`config.mk`:
```
export PLATFORM = sky130hd
export DESIGN_NAME = store_rmw_ctrl
export DESIGN_NICKNAME = d
export VERILOG_FILES = /design/src/rtl/cpu54_mem_pkg.sv /design/src/rtl/store_merge_unit.sv /design/src/rtl/store_rmw_ctrl.sv
export SDC_FILE = /design/constraint.sdc
export NUM_CORES = 1
export LEC_CHECK = 0
export BUFFER_PORTS_ARGS = -buffer_cell sky130_fd_sc_hd__buf_4
export CAP_MARGIN = 20
export CORE_MARGIN = 3
export CORE_UTILIZATION = 35
export CTS_CLUSTER_DIAMETER = 200
export DETAILED_ROUTE_END_ITERATION = 8
export PLACE_DENSITY_LB_ADDON = 0.1
export SYNTH_ARGS = -nofsm -noshare
export SYNTH_HDL_FRONTEND = slang
export SYNTH_HIERARCHICAL = 1
export SYNTH_SLANG_ARGS = --single-unit
```
`constraint.sdc`:
```
create_clock -name clk -period 2.9 [get_ports clk]
set_clock_uncertainty 0.2 [all_clocks]
set_input_delay 0.435 -clock clk [delete_from_list [all_inputs] [get_ports clk]]
set_output_delay 0.435 -clock clk [all_outputs]
set_load 0.005 [all_outputs]
```
`src/rtl/cpu54_mem_pkg.sv`:
```
`default_nettype none
// ============================================================================
// Module   : cpu54_mem_pkg
// Brief    : Shared size encodings, FSM states and alignment helper for the
//            CPU54 data-memory access path.
// Revision : 1.0
// ============================================================================
package cpu54_mem_pkg;

  localparam logic [1:0] SZ_WORD = 2'b11;
  localparam logic [1:0] SZ_HALF = 2'b10;
  localparam logic [1:0] SZ_BYTE = 2'b01;
  localparam logic [1:0] SZ_NONE = 2'b00;

  typedef enum logic [4:0] {
    IDLE = 5'b00001,
    RD   = 5'b00010,
    WR   = 5'b00100,
    DONE = 5'b01000,
    ERR  = 5'b10000
  } state_t;

  // Size 00 is treated as a misaligned access so it takes the error path.
  function automatic logic is_misaligned(input logic [1:0] size, input logic [1:0] lo);
    return (size == SZ_NONE) ||
           ((size == SZ_HALF) && lo[0]) ||
           ((size == SZ_WORD) && (lo != 2'b00));
  endfunction

endpackage
`default_nettype wire

```
`src/rtl/store_merge_unit.sv`:
```
`default_nettype none
// ============================================================================
// Module   : store_merge_unit
// Brief    : Little-endian lane merge for sub-word stores and lane extract with
//            sign/zero extension for loads.
// Revision : 1.0
// ============================================================================
module store_merge_unit
  import cpu54_mem_pkg::*;
(
  input  logic [1:0]  size,
  input  logic [1:0]  lane,
  input  logic        sext,
  input  logic [31:0] wdata,
  input  logic [31:0] rdata,
  output logic [31:0] merged,
  output logic [31:0] load_val
);

  logic [7:0]  w_byte;
  logic [15:0] w_half;

  assign w_byte = rdata[{lane, 3'b000} +: 8];
  assign w_half = lane[1] ? rdata[31:16] : rdata[15:0];

  always_comb begin
    merged   = rdata;
    load_val = rdata;
    case (size)
      SZ_BYTE: begin
        merged[{lane, 3'b000} +: 8] = wdata[7:0];
        load_val = {{24{sext & w_byte[7]}}, w_byte};
      end
      SZ_HALF: begin
        merged[{lane[1], 4'b0000} +: 16] = wdata[15:0];
        load_val = {{16{sext & w_half[15]}}, w_half};
      end
      default: begin
        merged   = wdata;
        load_val = rdata;
      end
    endcase
  end

endmodule
`default_nettype wire

```
`src/rtl/store_rmw_ctrl.sv`:
```
`default_nettype none
// ============================================================================
// Module   : store_rmw_ctrl
// Brief    : Sequences CPU54 loads/stores against a word-wide data RAM, using
//            read-modify-write for byte and halfword stores.
// Revision : 1.0
// ============================================================================
module store_rmw_ctrl
  import cpu54_mem_pkg::*;
#(
  parameter int TIMEOUT_CYCLES = 255
) (
  input  logic        clk,
  input  logic        rst_n,
  input  logic        cpu_req,
  input  logic        cpu_we,
  input  logic [1:0]  cpu_size,
  input  logic        cpu_sext,
  input  logic [31:0] cpu_addr,
  input  logic [31:0] cpu_wdata,
  output logic        cpu_busy,
  output logic        cpu_done,
  output logic        cpu_err,
  output logic [31:0] cpu_rdata,
  output logic        mem_req,
  output logic        mem_we,
  output logic [29:0] mem_addr,
  output logic [31:0] mem_wdata,
  input  logic [31:0] mem_rdata,
  input  logic        mem_ack
);

  localparam int             c_TW      = (TIMEOUT_CYCLES > 1) ? $clog2(TIMEOUT_CYCLES) : 1;
  localparam logic [c_TW-1:0] c_TO_LAST = (TIMEOUT_CYCLES > 0) ? c_TW'(TIMEOUT_CYCLES - 1) : '0;
  localparam bit             c_TO_EN   = (TIMEOUT_CYCLES > 0);

  state_t          r_state;
  logic            r_we;
  logic            r_sext;
  logic [1:0]      r_size;
  logic [1:0]      r_lane;
  logic [31:0]     r_wdata;
  logic [c_TW-1:0] r_cnt;

  logic [31:0] w_merged;
  logic [31:0] w_load;
  logic        w_timeout;

  store_merge_unit u_merge (
    .size     (r_size),
    .lane     (r_lane),
    .sext     (r_sext),
    .wdata    (r_wdata),
    .rdata    (mem_rdata),
    .merged   (w_merged),
    .load_val (w_load)
  );

  // An ack in the last allowed cycle wins over the timeout.
  assign w_timeout = c_TO_EN && (r_cnt == c_TO_LAST) && !mem_ack;
  assign cpu_busy  = (r_state != IDLE);

  always_ff @(posedge clk or negedge rst_n) begin
    if (!rst_n) begin
      r_state   <= IDLE;
      r_we      <= 1'b0;
      r_sext    <= 1'b0;
      r_size    <= SZ_NONE;
      r_lane    <= 2'b00;
      r_wdata   <= 32'd0;
      r_cnt     <= '0;
      cpu_done  <= 1'b0;
      cpu_err   <= 1'b0;
      cpu_rdata <= 32'd0;
      mem_req   <= 1'b0;
      mem_we    <= 1'b0;
      mem_addr  <= 30'd0;
      mem_wdata <= 32'd0;
    end else begin
      cpu_done  <= 1'b0;
      cpu_err   <= 1'b0;
      cpu_rdata <= 32'd0;
      unique case (r_state)
        IDLE: begin
          if (cpu_req) begin
            r_we    <= cpu_we;
            r_size  <= cpu_size;
            r_sext  <= cpu_sext;
            r_lane  <= cpu_addr[1:0];
            r_wdata <= cpu_wdata;
            r_cnt   <= '0;
            if (is_misaligned(cpu_size, cpu_addr[1:0])) begin
              r_state <= ERR;
              cpu_err <= 1'b1;
            end else begin
              mem_req  <= 1'b1;
              mem_addr <= cpu_addr[31:2];
              if (cpu_we && (cpu_size == SZ_WORD)) begin
                r_state   <= WR;
                mem_we    <= 1'b1;
                mem_wdata <= cpu_wdata;
              end else begin
                r_state <= RD;
                mem_we  <= 1'b0;
              end
            end
          end
        end
        RD: begin
          if (mem_ack) begin
            if (r_we) begin
              // mem_req stays high straight into the write-back phase.
              r_state   <= WR;
              mem_we    <= 1'b1;
              mem_wdata <= w_merged;
              r_cnt     <= '0;
            end else begin
              r_state   <= DONE;
              mem_req   <= 1'b0;
              cpu_done  <= 1'b1;
              cpu_rdata <= w_load;
            end
          end else if (w_timeout) begin
            r_state <= ERR;
            mem_req <= 1'b0;
            cpu_err <= 1'b1;
          end else begin
            r_cnt <= r_cnt + 1'b1;
          end
        end
        WR: begin
          if (mem_ack || w_timeout) begin
            r_state   <= mem_ack ? DONE : ERR;
            cpu_done  <= mem_ack;
            cpu_err   <= !mem_ack;
            mem_req   <= 1'b0;
            mem_we    <= 1'b0;
            mem_wdata <= 32'd0;
          end else begin
            r_cnt <= r_cnt + 1'b1;
          end
        end
        DONE:    r_state <= IDLE;
        ERR:     r_state <= IDLE;
        default: r_state <= IDLE;
      endcase
    end
  end

endmodule
`default_nettype wire

```
==> metrics.md, run 1 <==
| Metric | Value |
|---|---|
| Post-route ant nets | 0 |
| Post-cts resize count | 0 |
| Core area | 21400 um^2 |
| Rows | 53 |
| Fraction of layout cells with a size suffix above 1 | 0.436 |
| Starting DRT DRC Count | 434 |
| Rel. slew slack | 0.446 |
| Chip Width | 155 um |
| Worst Path Arrival | 2.74 ns |
| Critical Path RT | 3.00 ns |
| Synthesized instance count | 653 |
| Syn nets | 766 |
| Root Driver | clkbuf_16 |
| Register-to-Register Path Depth | 6 |
| Tcrit/Tclk final | 0.909 |
| Hold_buf cts | 1 |
| Post-route cell area | 10200 um^2 |
| Syn Area/Cell | 11.9 um^2 |
| Worst Hold Depth | 2 |
| Fmax | around 0.38 GHz |
| CP Max Fanout | 32 |
| DRC viols | 0 |
| Most frequent cells in the layout | buf_4, dfrtp_1, mux2_2 |
| Num CTS Buffers | 17 |
| Seq/Total Area, Yosys | 0.481 |
| Setup Crit Path Kind | register to register |
| Placed Area | 9550 um^2 |
| Startpoint types | register |
| RSZ-0062 raised after global routing | false |
| Setup Fix Bufs, Post-CTS | 0 |
| Pre-Repair DR Iteration Count | 7 |
| HPWL after detailed placement | 18200 um |
| Commonest non-fill, non-tap cell in the layout | buf_4 |
| Pin slew with the least headroom to its limit | 0.831 ns |
| Crit path time final | around 2.6 ns |
| # setup viols final | 0 |
| Input/output buffers | 202 |
| Clock slew at reported path FFs | 0.06 ns |
| Final TNS setup | 0 ns |
| Starting Density | 0.362 |
| # nets final | 961 |
| TritonCTS clock tree | done |
| # clock sinks | 149 |
| Pwr dens | 1040 nW/um^2 |
| Clock buffer depth | 2 |
| Number of diodes | 0 |
| Top cells by area, synth | dfrtp_1, mux2_2, mux2_4 |
| Post-layout worst setup margin | 0.263 ns |
| EDFF count, synth | 0 |
| Final max-slew violation count | 0 |
| Routed WL | 24200 um |
| Kind of capture point of the worst setup path | register |
| Clock insertion delay at the later pin of the skew report | 0.42 ns |
| Pre-CTS setup slack | ~0.28 ns |
| Total track usage | 0.198 |
| Initial antenna violation count | 0 |
| Die Area | 24000 um^2 |
| FF-to-FF setup slack | 0.26 ns |
| Post-Syn Area | 7760 um^2 |
| Vias after detailed routing | 6019 |
| Hold endpoint | mem_addr[11] |
| FF-to-FF Start | r_state[2] |
| Routed wire length per instance | 21.3 um |
| Status | completed |
| Cell variety after synth | 61 |
| Largest area contributor in the netlist | dfrtp_1 |
| HP Start | cpu_addr[13] |
| Leak pwr | 4.86 nW |
| Vias in the first global route | 6341 |
| Fin. Hold Viols | 0 |
| IO Count | around 200 |
| Hold WC Path Type | primary input to register |
| GRT overflow | 0 |
| First-pass GRT wire length | 36800 um |
| Ys flop type | dfrtp_1 |
| DR vias/cell | around 5.3 |
| Synthesized flop and latch total | ~150 |
| VDD IR max | between 400 and 500 uV |
| Max Cap Violations | 0 |
| Reg2reg end | mem_wdata[0] |
| Top cell type's share of synthesized area | 0.477 |
| H-tree depth | 4 |
| FFs w/ async S/R, synth | 1.00 |
| Synth-to-Final Area Change | 31.6% |
| Largest net degree at the start of global routing | 56 |
| Yosys warns | 6 |
| GPL Wtd Cong | 0.887 |
| Die extent in y | 155 um |
==> where the power goes <==
group,switching (mW),internal (mW)
Combinational,2.18,2.49
Clock,0.880,1.58
Sequential,0.621,2.82
==> how the worst max path moves through the flow <==
| stage | from | end | slack (ns) | cells after the start |
|---|---|---|---|---|
| 2_1_floorplan | r_lane[1] | mem_wdata[10] | 0.48 | 10 |
| 4_1_cts | r_state[2] | mem_wdata[0] | 0.27 | 6 |
| 5_1_grt | r_size[0] | mem_wdata[8] | 0.15 | 8 |
| 6_report | r_state[2] | mem_wdata[0] | 0.26 | 6 |
| 3_5_place_dp | r_state[2] | mem_wdata[0] | 0.28 | 6 |
| 3_3_place_gp | r_state[2] | mem_wdata[0] | 0.35 | 6 |
==> metrics by stage <==
| step | hold slack, ns | instances | total power, mW | utilization |
|---|---|---|---|---|
| after floorplan | -0.0606 | 653 | 6.36 | - |
| after global placement | 0.158 | 1103 | 8.04 | 0.446 |
| after detailed placement | 0.160 | 1103 | 8.15 | 0.446 |
| after CTS | 0.0302 | 1135 | 10.7 | 0.477 |
| after global routing | 0.0315 | 1135 | 11.2 | 0.477 |
| final | 0.0459 | 1135 | 10.6 | 0.477 |
==> Yosys cell counts, drive strengths merged, types with 2 or more instances <==
cell and n:
o2bb2ai 7, or3 2, buf 25, clkbuf 20, nor2 8, a21o 17
a41oi 2, a22o 41, nor3 4, a31oi 6, mux2i 10, inv 18
nand2b 18, nor2b 13, and3 4, a21oi 35, and2 32, a32o 3
a222oi 8, nor4 2, nand2 37, a221o 7, dfrtp 148, or3b 2
o21a 2, a211oi 3, o221ai 8, nand3 5, a211o 2, ha 9
a22oi 17, mux2 109, o21ai 13
==> kinds of logic after synthesis <==
logic type                 after synthesis  synth area share
AOI/OAI and AO/OA                      176             0.177
xor gates and xnor gates                 1           0.00113
adders and majority gates                9            0.0145
buffers and inverters                   63            0.0398
DFF                                    149             0.481
muxes                                  119             0.187
and+or+nand+nor                        136             0.100
==> registers in the layout, indices dropped and copies added, names as in the netlist <==
| name | cells |
|---|---|
| r_sext | 1 |
| cpu_rdata | 32 |
| r_cnt | 8 |
| mem_req | 1 |
| mem_addr | 30 |
| cpu_err | 1 |
| r_state | 5 |
| r_lane | 2 |
| r_wdata | 32 |
| r_we | 1 |
| mem_wdata | 32 |
| cpu_done | 1 |
| mem_we | 1 |
| r_size | 2 |
==> critical path: stages (launching register included) <==
cell,delay [ns]
dfrtp_1,0.43
nor3_2,0.27
and4b_1,0.41
nand2b_4,0.11
a2111oi_4,0.41
buf_12,0.29
mux2_2,0.37
==> area by class of cell <==
class / instances / area (um^2)
Fill cell: 1996 / 11200
Sequential cell: 149 / 3730
Clock buffer: 20 / 457
Inverter: 18 / 67.6
Multi-Input combinational cell: 441 / 3720
Timing Repair Buffer: 221 / 1690
Tap cell: 275 / 344
Clock inverter: 11 / 198
==> routing by layer <==
metal / GRT usage / up-vias / wire length [um]
met5: 0 / - / 0
li1: - / 2800 / -
met2: 0.343 / 172 / 12300
met3: 0.0414 / 19 / 1310
met1: 0.252 / 3028 / 10200
met4: 0.0526 / 0 / 338
(Power assumes the default switching activity.)
==> run 2: changes to the inputs <==
Settings changed: SYNTH_HIERARCHICAL 1 to unset.
==> run 2 against run 1 <==
Compared with the run above:
- utilization grew 0.83 points
- sequential power is essentially flat
- combinational power grew 4.7%
- critical path type unchanged
- clock power grew 2%
- critical endpoint is now mem_wdata[26]
- power grew 2.6%
- largest cell class is now multi-input combinational cells
==> metrics.md, run 2 <==
| Metric | Value |
|---|---|
| Status | completed |
| Top cell type's share of synthesized area | 0.476 |
| Rows | 53 |
| Pwr dens | 1040 nW/um^2 |
| Int Pwr | just under 7 mW |
| FFs w/ async S/R, synth | 1.00 |
| Clock insertion delay at the later pin of the skew report | 0.43 ns |
| Synth-to-Final Area Change | 33.6% |
| Commonest non-fill, non-tap cell in the layout | buf_4 |
| Startpoint types | register |
| Post-Syn Area | 7770 um^2 |
| Chip Width | 155 um |
| Starting Density | 0.363 |
| Clk pwr share | 0.231 |
| Most frequent cell after synthesis | dfrtp_1 |
| Synthesized flop and latch total | 149 |
| Rel. slew slack | 0.464 |
| Post-route ant nets | 0 |
| EDFF count, synth | 0 |
| Pin slew with the least headroom to its limit | 0.803 ns |
| CP Max Fanout | 11 |
| # clock sinks | 149 |
| Fin. Hold Viols | 0 |
| IO Count | 203 |
| Hold slack | 0.0383 ns |
| Fraction of layout cells with a size suffix above 1 | 0.432 |
| VDD IR max | 725 uV |
| Input/output buffers | 202 |
| Post-synth top cells | dfrtp_1, mux2_2, nand2_1, o21ai_0, a21oi_1 |
| Cell Count, Final, Fillers Out | about 1200 |
| Filler cells | 1976 |
| Pre-Repair DR Iteration Count | 5 |
| Final max-slew violation count | 0 |
| Switching Power | 4.08 mW |
| Total track usage | 0.210 |
| HPWL after detailed placement | 18600 um |
| Vias in the first global route | between 6000 and 7000 |
| Top cells by area, synth | dfrtp_1, mux2_2, nand2_1 |
| Most frequent cells in the layout | buf_4, dfrtp_1, mux2_2 |
| Sw Ratio | 0.376 |
| Crit path time final | approximately 2.7 ns |
| Sequential Power Share | 0.317 |
| Syn nets | 821 |
| Gate power share | 0.452 |
| Total power | 10.8 mW |
| Biggest regs | cpu_rdata: 32 flops, mem_wdata: 32 flops, r_wdata: 32 flops |
| Die Area | 24000 um^2 |
| Clock slew at reported path FFs | 0.07 ns |
| Leak pwr | around 4.7 nW |
| Routed WL | 25500 um |
| Starting DRT DRC Count | 364 |
| # setup viols final | 0 |
| First-pass GRT wire length | 39200 um |
| Clock buffer depth | 2 |
| Largest net degree at the start of global routing | 87 |
| Cell variety after synth | between 60 and 70 |
| Worst Path Arrival | 2.87 ns |
| Ys flop type | dfrtp_1 |
| Initial antenna violation count | 0 |
| Final TNS setup | 0 ns |
| Synthesized instance count | slightly above 700 |
| Kind of capture point of the worst setup path | register |
| H-tree depth | 4 |
| Root Driver | clkbuf_16 |
| Number of diodes | 0 |
| Placed insts | 1165 |
| DRC viols | 0 |
| Routed wire length per instance | 21.3 um |
| DR vias/cell | 5.52 |
| Hold WC Path Type | primary input to register |
| Fmax | 0.370 GHz |
| Final Util | 0.485 |
| Num CTS Buffers | 17 |
| GRT overflow | 0 |
| Core area | between 20000 and 25000 um^2 |
| Syn Area/Cell | between 10 and 15 um^2 |
| Vias after detailed routing | 6619 |
| Tcrit/Tclk final | 0.933 |
| Critical Path RT | 3.07 ns |
| Yosys warns | 0 |
| Setup Crit Path Kind | register to register |
| Seq/Total Area, Yosys | 0.480 |
| # nets final | just over 1000 |
| Largest area contributor in the netlist | dfrtp_1 |
| GPL Wtd Cong | 0.890 |
| TritonCTS clock tree | done |
| RSZ-0062 raised after global routing | false |
| Die extent in y | 155 um |
| Max Cap Violations | 0 |
==> run 2: cell types whose count changed after synthesis, moves of 17 or more <==
cell     previous run  this run
a22o_1             41         2
nor2_1              7        26
nand3_1             5        30
mux2_4             32         0
a32oi_1             0        17
nand2_1            36        64
and2_1             32         2
o21ai_0            13        39
mux2_2             77       119
==> run 2: layout make-up <==
type / instances / area, um^2 / share of cell area
clock buffer: 17 / 425 / 0.0409
clock inverter: 15 / 238 / 0.0229
inverter: 16 / 60.1 / 0.00578
multi-input combinational: 494 / 3780 / 0.364
sequential: 149 / 3730 / 0.359
tap: 275 / 344 / 0.0331
timing repair buffer: 233 / 1810 / 0.174
==> run 2: power by group through the flow <==
stage	Sequential, mW	Combinational [mW]	Clock, mW
after floorplan	3.28	3.02	0
after global placement	3.45	4.79	0
after detailed placement	3.46	4.87	0
after CTS	3.44	4.89	2.56
after global routing	3.54	5.33	2.66
final	3.44	4.90	2.50
==> run 2: what timing repair did <==
item                                    4_1_cts  5_1_grt
endpoints found under the hold margin        83        0
hold buffers                                  2        0
buffers inserted                              0        0
gates resized for setup                       0        1
endpoints found under the setup margin        0        4
==> run 2: kinds of logic after synthesis <==
logic type | Yosys count | share of synthesized area
fa+ha+maj | 9 | 0.0145
simple gates | 191 | 0.124
mux | 125 | 0.182
flops | 149 | 0.480
compound gates | 169 | 0.163
buf+inv | 65 | 0.0362
==> run 2: worst max-delay path, stage by stage, from the launching register on <==
cell and delay [ns]:
dfrtp_1 0.46, clkinv_1 0.28, ha_1 0.32, nand3b_1 0.21
nor3b_1 0.54, and2_1 0.29, a221o_1 0.18, mux2_2 0.14
==> run 2: metrics by stage <==
| step | area, um^2 | setup WS (ns) |
|---|---|---|
| 2_1_floorplan | 7770 | 0.137 |
| 3_3_place_gp | 9690 | 0.321 |
| 6_report | 10400 | 0.194 |
| 4_1_cts | 10400 | 0.169 |
| 3_5_place_dp | 9690 | 0.191 |
| 5_1_grt | 10400 | 0.0343 |
==> run 2: path summary, 6_finish.rpt <==
kind                            depth (start not counted)     startpoint  slack [ns]            end
worst max register to register                          7      r_lane[1]        0.19  mem_wdata[26]
worst min register to register                          1  mem_wdata[23]        0.30  mem_wdata[23]
worst min-delay path                                    2   cpu_addr[22]        0.04   mem_addr[20]
max in group asynchronous                               3          rst_n        1.29   mem_addr[10]
worst max-delay path                                    7      r_lane[1]        0.19  mem_wdata[26]
min in group asynchronous                               2          rst_n        0.44  cpu_rdata[27]
==> run 2: routing by layer <==
metal,wire length [um],global-route usage,up-vias
li1,-,-,3025
met1,11300,0.287,3306
met2,12000,0.333,265
met3,1660,0.0517,23
met4,495,0.0580,0
met5,0,0,-
